===== config.mk =====
export PLATFORM = sky130hd
export DESIGN_NAME = rst_seq
export DESIGN_NICKNAME = d
export VERILOG_FILES = /design/src/rtl/rst_seq.sv
export SDC_FILE = /design/constraint.sdc
export NUM_CORES = 1
export LEC_CHECK = 0
export ABC_CLOCK_PERIOD_IN_PS = 1600
export BUFFER_PORTS_ARGS = -buffer_cell sky130_fd_sc_hd__buf_2
export CAP_MARGIN = 30
export CORE_AREA = 2 2 39 41
export CTS_CLUSTER_SIZE = 25
export DETAILED_ROUTE_END_ITERATION = 10
export DIE_AREA = 0 0 41 43
export MAX_ROUTING_LAYER = met4
export PLACE_DENSITY = 0.6
export REMOVE_ABC_BUFFERS = 1
export SETUP_SLACK_MARGIN = 0.02
export SLEW_MARGIN = 20
export SYNTH_ARGS = -nofsm -noshare
export SYNTH_HDL_FRONTEND = slang
export SYNTH_SLANG_ARGS = --single-unit

===== constraint.sdc =====
create_clock -name src_clk -period 1.6 [get_ports src_clk]
set_clock_uncertainty 0.2 [all_clocks]
set_input_delay 0.16 -clock src_clk [delete_from_list [all_inputs] [get_ports src_clk]]
set_output_delay 0.16 -clock src_clk [all_outputs]
set_load 0.005 [all_outputs]

===== src/rtl/rst_seq.sv =====
// Remote-domain reset sequencer: asserts a reset request, waits for the remote
// acknowledge to fall then rise, and reports completion. Optional wait-phase
// timeout is enabled by defining RST_SEQ_TIMEOUT_EN.
module rst_seq #(
  parameter int DEPTH      = 2,
  parameter int MIN_ASSERT = 8,
  parameter int TIMEOUT    = 1024
) (
  input  logic       src_clk,
  input  logic       src_rst_n,
  input  logic       rst_req,
  output logic       dst_rst_req_n,
  input  logic       ack_rst_n,
  output logic       busy,
  output logic       done,
  output logic       timeout_err,
  output logic [2:0] dbg_state_o
);

  if (DEPTH < 2 || DEPTH > 4) begin : g_bad_depth
    $error("rst_seq: DEPTH must be 2..4");
  end
  if (MIN_ASSERT < 1 || MIN_ASSERT > 65535) begin : g_bad_min_assert
    $error("rst_seq: MIN_ASSERT must be 1..65535");
  end
  if (TIMEOUT < 1 || TIMEOUT > (1 << 20)) begin : g_bad_timeout
    $error("rst_seq: TIMEOUT must be 1..2^20");
  end

  localparam int CW = $clog2(MIN_ASSERT + 1);
  localparam logic [CW-1:0] CNT_LAST = CW'(MIN_ASSERT - 1);

  typedef enum logic [2:0] {
    ASSERT  = 3'd0,
    WAIT_LO = 3'd1,
    RELEASE = 3'd2,
    WAIT_HI = 3'd3,
    IDLE    = 3'd4
  } state_t;

  state_t          state_q, state_d;
  logic [CW-1:0]   cnt_q, cnt_d;
  logic [DEPTH-1:0] sync_q;
  logic            ack_s;
  logic            dst_q, busy_q, done_q, done_d;
  logic            err_d;

  // Return-path synchronizer; resets to "remote in reset".
  always_ff @(posedge src_clk) begin
    if (!src_rst_n) sync_q <= '0;
    else            sync_q <= {sync_q[DEPTH-2:0], ack_rst_n};
  end
  assign ack_s = sync_q[DEPTH-1];

`ifdef RST_SEQ_TIMEOUT_EN
  localparam int WW = $clog2(TIMEOUT + 1);
  localparam logic [WW-1:0] WAIT_LAST = WW'(TIMEOUT - 1);

  logic [WW-1:0] wait_q, wait_d;
  logic          err_q;

  always_ff @(posedge src_clk) begin
    if (!src_rst_n) begin
      wait_q <= '0;
      err_q  <= 1'b0;
    end else begin
      wait_q <= wait_d;
      err_q  <= err_d;
    end
  end
  assign timeout_err = err_q;
`else
  assign timeout_err = 1'b0;
`endif

  always_ff @(posedge src_clk) begin
    if (!src_rst_n) begin
      state_q <= ASSERT;
      cnt_q   <= '0;
      dst_q   <= 1'b0;
      busy_q  <= 1'b1;
      done_q  <= 1'b0;
    end else begin
      state_q <= state_d;
      cnt_q   <= cnt_d;
      dst_q   <= (state_d == RELEASE) || (state_d == WAIT_HI) || (state_d == IDLE);
      busy_q  <= (state_d != IDLE);
      done_q  <= done_d;
    end
  end

  always_comb begin
    state_d = state_q;
    cnt_d   = cnt_q;
    done_d  = 1'b0;
`ifdef RST_SEQ_TIMEOUT_EN
    err_d   = err_q;
    wait_d  = wait_q;
`else
    err_d   = 1'b0;
`endif
    case (state_q)
      ASSERT: begin
        if (cnt_q == CNT_LAST) begin
          state_d = WAIT_LO;
`ifdef RST_SEQ_TIMEOUT_EN
          wait_d  = '0;
`endif
        end else begin
          cnt_d = cnt_q + 1'b1;
        end
      end
      WAIT_LO: begin
        if (!ack_s) begin
          state_d = RELEASE;
        end
`ifdef RST_SEQ_TIMEOUT_EN
        else if (wait_q == WAIT_LAST) begin
          state_d = IDLE;
          err_d   = 1'b1;
        end else begin
          wait_d = wait_q + 1'b1;
        end
`endif
      end
      RELEASE: begin
        state_d = WAIT_HI;
`ifdef RST_SEQ_TIMEOUT_EN
        wait_d  = '0;
`endif
      end
      WAIT_HI: begin
        if (ack_s) begin
          state_d = IDLE;
          done_d  = 1'b1;
        end
`ifdef RST_SEQ_TIMEOUT_EN
        else if (wait_q == WAIT_LAST) begin
          state_d = IDLE;
          err_d   = 1'b1;
        end else begin
          wait_d = wait_q + 1'b1;
        end
`endif
      end
      IDLE: begin
        // Requests outside IDLE fall through every other arm and are dropped.
        if (rst_req) begin
          state_d = ASSERT;
          cnt_d   = '0;
          err_d   = 1'b0;
        end
      end
      default: state_d = ASSERT;
    endcase
  end

  assign dst_rst_req_n = dst_q;
  assign busy          = busy_q;
  assign done          = done_q;
  assign dbg_state_o   = state_q;

  logic unused_err;
  assign unused_err = err_d;

endmodule


## Yosys cells after proc, flatten, opt, wreduce, memory -nomap -nowiden

Index checks and enable logic that the tools add are counted.

| cells by class | value |
|---|---|
| reduce and logical (&&, ||, !) cells | 6 |
| div/mod/pow operators | 0 |
| multiply operators | 0 |
| $add $sub $neg | 1 |
| equality and inequality tests | 11 |
| order comparisons | 0 |
| mux-type cells | 9 |
| shifts and indexed selects | 0 |
| bitwise logic cells | 0 |

Operators by type and width:

| kind | number |
|---|---|
| $pmux W3 S5 | 1 |
| $eq A3 B2 Y1 const B | 4 |
| $mux W3 | 4 |
| $mux W4 | 2 |
| $pmux W4 S2 | 1 |
| $eq A3 B3 Y1 const B | 2 |
| $add A4 B1 Y4 const B | 1 |
| $eq A4 B3 Y1 const B | 1 |
| $ne A2 B2 Y1 const B | 2 |
| $eq A3 B1 Y1 const B | 1 |
| $logic_not A3 Y1 | 1 |
| $ne A3 B3 Y1 const B | 1 |
| $reduce_and A3 Y1 | 1 |
| $logic_or A1 B1 Y1 | 2 |
| $reduce_and A2 Y1 | 1 |
| $reduce_bool A2 Y1 | 1 |
| $mux W1 | 1 |

| storage, ports and cells | value |
|---|---|
| output and inout port bits | 7 |
| latch bits | 0 |
| memories | 0 |
| bits in registers | 12 |
| logic and storage cells | 33 |
| bits of input ports | 4 |
| bits in writable memories | 0 |
| ROM bits | 0 |

## Longest topological paths before layout

Gate-level depths: netlist of run 1.

| logic depth | value |
|---|---|
| word-level depth | 6 |
| mapped depth | 4 |
| mapped depth without buffers | 4 |

## Worst setup path before layout of run 1

Ideal clock, no wire load.

| timing path | value |
|---|---|
| path type | flip-flop to flip-flop |
| from | reg state_q[1], in the netlist dbg_state_o[1] |
| to | reg cnt_q[0] |
| stages on the path, launching flop included | 5 |
| required time | 1.273 ns |
| arrival time | 1.043 ns |
| path buffers | 1 |
| setup slack | 0.231 ns |
| path through | dfxtp_1 or2_0 buf_2 a311oi_2 o22ai_1 |

| on the way | value |
|---|---|
| word-level cells in the longest chain between the ends | 3 |
| elaborated cells on any way between the ends | 7 |
| those cells by class | eq/ne: 3; mux: 1; reduce/logical: 3 |

Ends and longest elaborated chain:

| item | RTL line | RTL |
|---|---|---|
| from (decl) | 41 | `state_t state_q, state_d;` |
| from (signal assigned) | 84 | `state_q <= state_d;` |
| $eq A3 B3 Y1 / $logic_not A3 Y1 (equally long branches) | 102 | `case (state_q)` |
| $ne A2 B2 Y1 (no line) / $reduce_bool A2 Y1 (equally long branches) | n/a |  |
| $reduce_and A3 Y1 (no line) | n/a |  |
| to (signal assigned) | 85 | `cnt_q <= cnt_d;` |
| to (decl) | 42 | `logic [CW-1:0] cnt_q, cnt_d;` |

Several ways; a longest one is shown, not always the timed one.
A chain may end at the register's enable or synchronous reset.

## Worst setup path in the final report of run 1

| timing path | value |
|---|---|
| from | reg state_q[1], in the netlist dbg_state_o[1] |
| to | reg cnt_q[1] |

The elaborated chain is that of the path after synthesis.

==> flow_metrics.env, run 1 <==
export IMPL_setup_viol_count_final=0
export IMPL_clock_sinks=12
export IMPL_crit_fanout=6
export IMPL_fmax_mhz=680.7
export IMPL_grt_pass1_wl_mm=1.642
export IMPL_irDropWorstVdd_v=0.0006082
export IMPL_fin_tns_setup_ns=0
export IMPL_synth_commonest_cells="dfxtp_1, nand2_1, inv_1, nor2_1, o21ai_0"
export IMPL_htree_levels=1
export IMPL_start_util_pct=36.44
export IMPL_seq_area_frac_synth_pct=47.64
export IMPL_drc=0
export IMPL_grt_setup_unrepaired="false"
export IMPL_grt_usage_pct=14.37
export IMPL_synth_most_common_cell="dfxtp_1"
export IMPL_ys_flop_type="dfxtp_1"
export IMPL_hold_path_end="busy$_SDFF_PN1_"
export IMPL_arrival_ns=1.42
export IMPL_worstReg2RegEnd="cnt_q[1]$_SDFFE_PN0P_"
export IMPL_grt_max_degree=13
export IMPL_synth_top_area_share_pct=47.64
export IMPL_r2r_setup_slack_ns=0.13
export IMPL_syn_area_um2=504.2
export IMPL_postCtsSetupRepairBufs=0
export IMPL_hold_ws_ns=0.01499
export IMPL_die_h_um=43
export IMPL_synth_avg_cell_area_um2=8.846
export IMPL_yosysWarnings=0
export IMPL_cts_made_buffers=3
export IMPL_path_cells="or2_0 -> a311oi_2 -> o22ai_1"
export IMPL_core_um2=1384
export IMPL_async_reset_ff_share_pct=0
export IMPL_root_buffer="clkbuf_4"
export IMPL_ys_top_cells_by_area="dfxtp_1, nand2_1, o21ai_0"
export IMPL_worst_path_max_delay_cell="dfxtp_1"
export IMPL_worst_ep_required_time_ns=1.55
export IMPL_end_kind="register"
export IMPL_max_stage_delay_ns=0.35
export IMPL_r2r_start="dbg_state_o[1]$_SDFF_PN0_"
export IMPL_area_growth_pct=23.57
export IMPL_nets=78
export IMPL_drtPass1Iterations=4
export IMPL_post_route_period_util_pct=91.82
export IMPL_hold_path_depth=3
export IMPL_grt_pass1_vias=386
export IMPL_status="completed"
export IMPL_portBuffers=9
export IMPL_min_path_type="in -> reg"
export IMPL_wire_per_inst_um=10.93
export IMPL_critPathLaunchType="register"
export IMPL_rows=14
export IMPL_cts_tree="built"
export IMPL_dp_hpwl_um=713
export IMPL_synth_largest_area_cell="dfxtp_1"
export IMPL_criticalPathCategory="reg -> reg"
export IMPL_dieArea_um2=1763
export IMPL_max_cap_viol_count=0
export IMPL_synth_edf_count=0
export IMPL_die_w_um=41
export IMPL_ys_seq_elements=12
export IMPL_syn_inst=57
export IMPL_place_gp_congestion=0.6928
export IMPL_vias=450
export IMPL_n_antenna_cell=0
export IMPL_ios=11
export IMPL_ant_nets=0
export IMPL_yosysUniqueCellTypes=26
export IMPL_maxSlewViolCount=0
export IMPL_crit_family="compound AO/OA/AOI/OAI gates"
export IMPL_hold_viol_final=0
export IMPL_hp_start="rst_req"
export IMPL_antenna_found_initial=0
export IMPL_rr_worst_depth=3
export IMPL_drive_gt1_share_pct=23.94
export IMPL_p_leak_nw=0.2646
export IMPL_p_per_area_nw_per_um2=1227
export IMPL_drt_initial_drc_count=16
export IMPL_overflow=0
export IMPL_clk_pin_slew_worst_paths_ns=0.07
export IMPL_period_needed_ns=1.469
export IMPL_vias_per_cell=5.172
export IMPL_final_util_pct=45.03
export IMPL_clock_path_buffers=2
export IMPL_crit_buf_inv=0
export IMPL_routed_wirelength_um=951
export IMPL_insertion_delay_ns=0.28
-- layout make-up --
class	count	area [µm²]
repair buffers	14	87.58
fillers	135	760.7
inverters	3	11.26
multi-input cells	39	241.5
well taps	16	20.02
clock buffers	3	22.52
flip-flops and latches	12	240.2
-- metal layers --
metal	wire (µm)	vias up	track usage, %
li1	-	229	-
met1	448	198	17.97
met2	414	19	18.75
met3	70	4	6.283
met4	17	0	8.000
met5	0	-	-
-- power by group --
part	internal, W	switching [W]
combinational	0.0000964	0.000102
clock	0.0000872	0.0000967
sequential	0.000343	0.0000394
-- placed cells by master, fill, tap and decap left out --
master         count
a311oi_1           1
o41ai_1            1
a211o_1            1
o311ai_1           1
and2_1             2
o21ai_0            3
dfxtp_1           12
nand2b_1           2
ha_1               1
or2_0              1
o21a_1             2
dlygate4sd3_1      2
clkbuf_4           3
a21oi_1            2
a311oi_2           1
nand2_1            6
nand3_1            2
inv_1              3
o22ai_1            2
nor2_1             3
a211oi_1           1
a31oi_1            2
buf_4              3
nor2b_1            2
nor3_2             1
conb_1             1
nor3_1             1
buf_2              9
-- state kept, by name, summed over array words and instances, names as in the netlist --
| signal | flops |
|---|---|
| busy | 1 |
| cnt_q | 4 |
| dbg_state_o | 3 |
| done | 1 |
| dst_rst_req_n | 1 |
| sync_q | 2 |
-- worst register-to-register path, stage by stage, from the launching register on --
cell and delay (ns):
dfxtp_1 0.35, or2_0 0.35, a311oi_2 0.32, o22ai_1 0.13
-- metrics by stage --
| step | std cells | total power [W] | setup slack, ns | instance area (µm²) |
|---|---|---|---|---|
| 2_1_floorplan | 54 | 0.0005165 | 0.2458 | 488.0 |
| 3_3_place_gp | 82 | 0.0005793 | 0.1848 | 575.6 |
| 3_5_place_dp | 82 | 0.0005822 | 0.1620 | 575.6 |
| 4_1_cts | 87 | 0.0007721 | 0.1437 | 618.1 |
| 5_1_grt | 87 | 0.0008227 | 0.04096 | 623.1 |
| 6_report | 87 | 0.0007647 | 0.1309 | 623.1 |
-- timing repair --
action,4_1_cts,5_1_grt
hold endpoints to repair,3,0
hold buffers,2,0
gates resized for setup,0,1
endpoints found under the setup margin,0,1
-- cell families (layout without fill, tap and decap cells) --
kind of cell | count (synthesis) | count (layout) | share of synthesized area (%)
buf+inv | 6 | 20 | 5.458
other cells | 1 | 1 | 0.7437
simple gates | 20 | 20 | 19.35
flops | 12 | 12 | 47.64
fa+ha+maj | 1 | 1 | 2.481
compound gates | 17 | 17 | 24.32
-- worst max-delay path by stage --
stage	from	to	slack, ns	depth (start not counted)
after floorplan	dbg_state_o[1]$_SDFF_PN0_	cnt_q[0]$_SDFFE_PN0P_	0.25	3
after global placement	dbg_state_o[1]$_SDFF_PN0_	cnt_q[0]$_SDFFE_PN0P_	0.18	3
after detailed placement	dbg_state_o[1]$_SDFF_PN0_	cnt_q[1]$_SDFFE_PN0P_	0.16	3
after CTS	dbg_state_o[1]$_SDFF_PN0_	cnt_q[1]$_SDFFE_PN0P_	0.14	3
after global routing	dbg_state_o[1]$_SDFF_PN0_	cnt_q[1]$_SDFFE_PN0P_	0.04	3
final	dbg_state_o[1]$_SDFF_PN0_	cnt_q[1]$_SDFFE_PN0P_	0.13	3
No activity file was read; power rests on OpenSTA's default activity.
==> run 2: changes to the inputs <==
--- a/config.mk
+++ b/config.mk
@@ -8,12 +8,13 @@
 export ABC_CLOCK_PERIOD_IN_PS = 1600
 export BUFFER_PORTS_ARGS = -buffer_cell sky130_fd_sc_hd__buf_2
 export CAP_MARGIN = 30
-export CORE_AREA = 2 2 39 41
+export CELL_PAD_IN_SITES_DETAIL_PLACEMENT = 0
+export CELL_PAD_IN_SITES_GLOBAL_PLACEMENT = 1
+export CORE_UTILIZATION = 36
 export CTS_CLUSTER_SIZE = 25
 export DETAILED_ROUTE_END_ITERATION = 10
-export DIE_AREA = 0 0 41 43
 export MAX_ROUTING_LAYER = met4
-export PLACE_DENSITY = 0.6
+export PLACE_DENSITY = 0.73
 export REMOVE_ABC_BUFFERS = 1
 export SETUP_SLACK_MARGIN = 0.02
 export SLEW_MARGIN = 20
==> run 2 against run 1 <==
Hold slack gained 0.014 ns. Final cell count fell by 1.1%. Highest routed layer unchanged. Non-clock buffer count shrank 1. Sequential share of layout area is 0.31 points lower. Worst setup slack worse by 0.066 ns. Count of clock-buffer cells in the layout is 1 higher.
==> flow_metrics.env, run 2 (same netlist as run 1, synthesis figures left out) <==
export IMPL_cts_tree="built"
export IMPL_place_gp_congestion=0.8589
export IMPL_hold_viol_final=0
export IMPL_drc=0
export IMPL_grt_usage_pct=18.24
export IMPL_vias=451
export IMPL_crit_buf_inv=0
export IMPL_grt_pass1_wl_mm=1.759
export IMPL_min_path_type="in -> reg"
export IMPL_maxSlewViolCount=0
export IMPL_grt_pass1_vias=409
export IMPL_overflow=0
export IMPL_worst_path_max_delay_cell="o311ai_1"
export IMPL_cts_made_buffers=3
export IMPL_wire_per_inst_um=11.86
export IMPL_core_um2=1301
export IMPL_p_per_area_nw_per_um2=1321
export IMPL_fmax_mhz=651.3
export IMPL_final_util_pct=48.27
export IMPL_insertion_delay_ns=0.28
export IMPL_drive_gt1_share_pct=23.94
export IMPL_grt_max_degree=13
export IMPL_htree_levels=1
export IMPL_clock_sinks=12
export IMPL_setup_viol_count_final=0
export IMPL_nets=77
export IMPL_criticalPathCategory="reg -> reg"
export IMPL_regMostFlops="cnt_q"
export IMPL_path_cells="or2_0 -> o311ai_1 -> o41ai_1"
export IMPL_status="completed"
export IMPL_hold_path_depth=4
export IMPL_start_util_pct=38.75
export IMPL_max_cap_viol_count=0
export IMPL_portBuffers=9
export IMPL_totalPowerFinal_w=0.0008296
export IMPL_irDropWorstVdd_v=0.0005404
export IMPL_pre_cts_ws_ns=0.08043
export IMPL_post_route_period_util_pct=95.96
export IMPL_drtPass1Iterations=4
export IMPL_r2r_setup_slack_ns=0.06
export IMPL_antenna_found_initial=0
export IMPL_arrival_ns=1.49
export IMPL_instances_no_fill=86
export IMPL_rr_worst_depth=3
export IMPL_largest_register_ffs=4
export IMPL_crit_cells=3
export IMPL_clock_path_buffers=2
export IMPL_final_common_cell="dfxtp_1"
export IMPL_crit_family="compound AO/OA/AOI/OAI gates"
export IMPL_p_leak_nw=0.2663
export IMPL_rows=13
export IMPL_dp_cells=80
export IMPL_dp_hpwl_um=699.5
export IMPL_ios=11
export IMPL_ant_nets=0
export IMPL_clk_pin_slew_worst_paths_ns=0.08
export IMPL_fin_ws_ns=0.06467
export IMPL_area_growth_pct=24.57
export IMPL_dieArea_um2=1554
export IMPL_routed_wirelength_mm=1.020
export IMPL_root_buffer="clkbuf_4"
export IMPL_max_stage_delay_ns=0.37
export IMPL_end_kind="register"
export IMPL_drt_initial_drc_count=12
export IMPL_vias_per_cell=5.244
export IMPL_critPathLaunchType="register"
export IMPL_worst_ep_required_time_ns=1.55
export IMPL_die_w_um=39.43
export IMPL_mostFrequentLayoutCells="dfxtp_1, buf_2, nand2_1"
export IMPL_period_needed_ns=1.535
export IMPL_grt_setup_unrepaired="false"
export IMPL_die_h_um=39.43
export IMPL_fin_tns_setup_ns=0
export IMPL_crit_fanout=6
export IMPL_n_antenna_cell=0
-- run 2: layout make-up --
cell class                      instances  area (µm²)
Tap cell                               15       18.77
Sequential cell                        12       240.2
Timing Repair Buffer                   13       80.08
Inverter                                3       11.26
Fill cell                             146       673.1
Multi-Input combinational cell         39       241.5
Clock buffer                            4       36.28
-- run 2: what timing repair did --
item | in CTS | in global routing
hold endpoints to repair | 3 | 0
hold buffers | 2 | 0
setup endpoints to repair | 0 | 1
gates resized for setup | 0 | 1
setup buffers | 0 | 0
-- run 2: routing by layer --
metal	wire, µm	vias up	track usage [%]	share of wire, %
met5	0	-	-	0
li1	-	230	-	-
met2	426	21	25.41	42
met3	73	4	5.114	7.2
met4	27	0	12.93	2.6
met1	491	196	22.26	48
-- run 2: stage by stage --
| step | hold WS [ns] | area [µm²] |
|---|---|---|
| after global routing | 0.04426 | 628.1 |
| after detailed placement | 0.1733 | 566.8 |
| after floorplan | 0.03623 | 488.0 |
| after CTS | 0.009147 | 623.1 |
| final | 0.02945 | 628.1 |
| after global placement | 0.1727 | 566.8 |
-- run 2: power by group --
| group | total (W) | internal [W] | switching [W] |
|---|---|---|---|
| Combinational | 0.000200 | 0.0000966 | 0.000103 |
| Clock | 0.000250 | 0.000138 | 0.000112 |
| Sequential | 0.000380 | 0.000343 | 0.0000372 |
-- run 2: path summary, 6_finish.rpt --
| kind | start | end |
|---|---|---|
| hold reg to reg | sync_q[0]$_SDFF_PN0_ | sync_q[1]$_SDFF_PN0_ |
| hold / removal | rst_req | cnt_q[2]$_SDFFE_PN0P_ |
| setup reg to reg | dbg_state_o[1]$_SDFF_PN0_ | cnt_q[3]$_SDFFE_PN0P_ |
| setup / recovery | dbg_state_o[1]$_SDFF_PN0_ | cnt_q[3]$_SDFFE_PN0P_ |
-- run 2: tightest hold or removal path, stage by stage --
cell and delay [ns]:
buf_2 0.11, nand2_1 0.05, o21ai_0 0.06, a311oi_1 0.09
==> run 3: changes to the inputs <==
--- a/config.mk
+++ b/config.mk
@@ -10,9 +10,11 @@
 export CAP_MARGIN = 30
 export CELL_PAD_IN_SITES_DETAIL_PLACEMENT = 0
 export CELL_PAD_IN_SITES_GLOBAL_PLACEMENT = 1
+export CORE_MARGIN = 2
 export CORE_UTILIZATION = 36
 export CTS_CLUSTER_SIZE = 25
 export DETAILED_ROUTE_END_ITERATION = 10
+export HOLD_SLACK_MARGIN = 0.03
 export MAX_ROUTING_LAYER = met4
 export PLACE_DENSITY = 0.73
 export REMOVE_ABC_BUFFERS = 1
==> run 3 against run 2 <==
Worst setup slack better by 0.069 ns. Largest power group unchanged. Sequential power barely moved. Combinational power decreased by 3%. Clock power fell by 28%.
==> flow_metrics.env, run 3 (same netlist as run 1, synthesis figures left out) <==
export IMPL_dieArea_um2=1716
export IMPL_place_area_um2=559.3
export IMPL_p_per_area_nw_per_um2=1225
export IMPL_clock_sinks=12
export IMPL_drc=0
export IMPL_hp_start="sync_q[0]$_SDFF_PN0_"
export IMPL_r2r_setup_slack_ns=0.13
export IMPL_root_buffer="clkbuf_4"
export IMPL_status="completed"
export IMPL_grt_max_degree=13
export IMPL_area_growth_pct=22.33
export IMPL_register_area_um2=240.2
export IMPL_clk_pin_slew_worst_paths_ns=0.07
export IMPL_p_leak_nw=0.2579
export IMPL_grt_pass1_wl_mm=1.780
export IMPL_start_util_pct=38.75
export IMPL_postLayoutCellArea_um2=616.8
export IMPL_rows=13
export IMPL_insertion_delay_ns=0.27
export IMPL_r2r_start="dbg_state_o[1]$_SDFF_PN0_"
export IMPL_multi_input_area_um2=241.5
export IMPL_post_route_period_util_pct=91.62
export IMPL_grt_setup_unrepaired="false"
export IMPL_hold_path_end="sync_q[1]$_SDFF_PN0_"
export IMPL_vias=422
export IMPL_portBuffers=9
export IMPL_drtPass1Iterations=2
export IMPL_arrival_ns=1.41
export IMPL_final_common_cell="dfxtp_1"
export IMPL_ios=11
export IMPL_cts_made_buffers=3
export IMPL_die_w_um=41.43
export IMPL_hold_path_depth=1
export IMPL_worst_ep_required_time_ns=1.55
export IMPL_totalPowerFinal_w=0.0007555
export IMPL_clock_path_buffers=2
export IMPL_vias_per_cell=4.965
export IMPL_core_um2=1301
export IMPL_irDropWorstVdd_v=0.0007591
export IMPL_period_needed_ns=1.466
export IMPL_grt_usage_pct=14.10
export IMPL_place_gp_congestion=0.7775
export IMPL_rr_worst_depth=3
export IMPL_cts_tree="built"
export IMPL_htree_levels=1
export IMPL_fillers=140
export IMPL_max_stage_delay_ns=0.36
export IMPL_end_kind="register"
export IMPL_fin_tns_setup_ns=0
export IMPL_regMostFlops="cnt_q"
export IMPL_worstReg2RegEnd="cnt_q[0]$_SDFFE_PN0P_"
export IMPL_drt_initial_drc_count=4
export IMPL_critPathLaunchType="register"
export IMPL_hold_viol_final=0
export IMPL_nets=77
export IMPL_maxSlewViolCount=0
export IMPL_antenna_found_initial=0
export IMPL_mostFrequentLayoutCells="dfxtp_1, buf_2, nand2_1"
export IMPL_drive_gt1_share_pct=21.43
export IMPL_setup_viol_count_final=0
export IMPL_die_h_um=41.43
export IMPL_min_path_type="reg -> reg"
export IMPL_max_cap_viol_count=0
export IMPL_n_antenna_cell=0
export IMPL_ant_nets=0
export IMPL_path_cells="or2_0 -> a311oi_2 -> o22ai_1"
export IMPL_routed_wirelength_um=999
export IMPL_overflow=0
export IMPL_wire_per_inst_um=11.75
export IMPL_hold_ws_ns=0.2313
export IMPL_criticalPathCategory="reg -> reg"
export IMPL_worst_path_max_delay_cell="or2_0"
export IMPL_crit_fanout=6
export IMPL_postCtsSetupRepairBufs=0
export IMPL_dp_hpwl_um=722.9
export IMPL_fmax_mhz=682.2
export IMPL_grt_pass1_vias=416
export IMPL_largest_register_ffs=4
run 3: metal layers:
| layer | GRT usage, % | wire length, µm | vias to the layer above |
|---|---|---|---|
| met5 | - | 0 | - |
| met4 | 3.871 | 12 | 0 |
| met3 | 7.826 | 58 | 2 |
| met2 | 20.63 | 423 | 11 |
| met1 | 16.62 | 504 | 180 |
| li1 | - | - | 229 |
run 3: final cells by class:
class / instances / share of cell area (%)
clock buffer: 3 / 3.651
inverter: 3 / 1.826
multi-input combinational: 39 / 39.15
sequential: 12 / 38.95
tap: 15 / 3.043
timing repair buffer: 13 / 13.39
run 3: timing repair:
| action | CTS | global route |
|---|---|---|
| endpoints found under the hold margin | 5 | 0 |
| endpoints found under the setup margin | 0 | 1 |
| resized for setup | 0 | 1 |
| hold buffers | 3 | 0 |
run 3: how the worst max path moves through the flow:
stage,from,cells after the start,endpoint
6_report,dbg_state_o[1]$_SDFF_PN0_,3,cnt_q[0]$_SDFFE_PN0P_
2_1_floorplan,dbg_state_o[1]$_SDFF_PN0_,3,cnt_q[0]$_SDFFE_PN0P_
5_1_grt,dbg_state_o[1]$_SDFF_PN0_,3,cnt_q[3]$_SDFFE_PN0P_
3_5_place_dp,dbg_state_o[1]$_SDFF_PN0_,3,busy$_SDFF_PN1_
3_3_place_gp,dbg_state_o[2]$_SDFF_PN0_,3,busy$_SDFF_PN1_
4_1_cts,dbg_state_o[1]$_SDFF_PN0_,3,busy$_SDFF_PN1_
run 3: stage by stage:
step | setup WS, ns | utilization [%] | instances
2_1_floorplan | 0.2458 | - | 54
5_1_grt | 0.02754 | 47.40 | 85
3_3_place_gp | 0.1127 | 42.98 | 79
3_5_place_dp | 0.1028 | 42.98 | 79
4_1_cts | 0.07807 | 47.02 | 85
6_report | 0.1341 | 47.40 | 85
run 3: where the power goes:
part,internal (W),total [W],switching (W)
registers,0.000343,0.000382,0.0000392
logic,0.0000922,0.000195,0.000102
clock network,0.0000870,0.000179,0.0000917
total,0.000522,0.000756,0.000233
run 3: worst max-delay path: cells and delay by family, from the launching register on:
family          cells  cell delay (ns)
compound gates      2             0.44
flops               1             0.35
simple gates        1             0.36
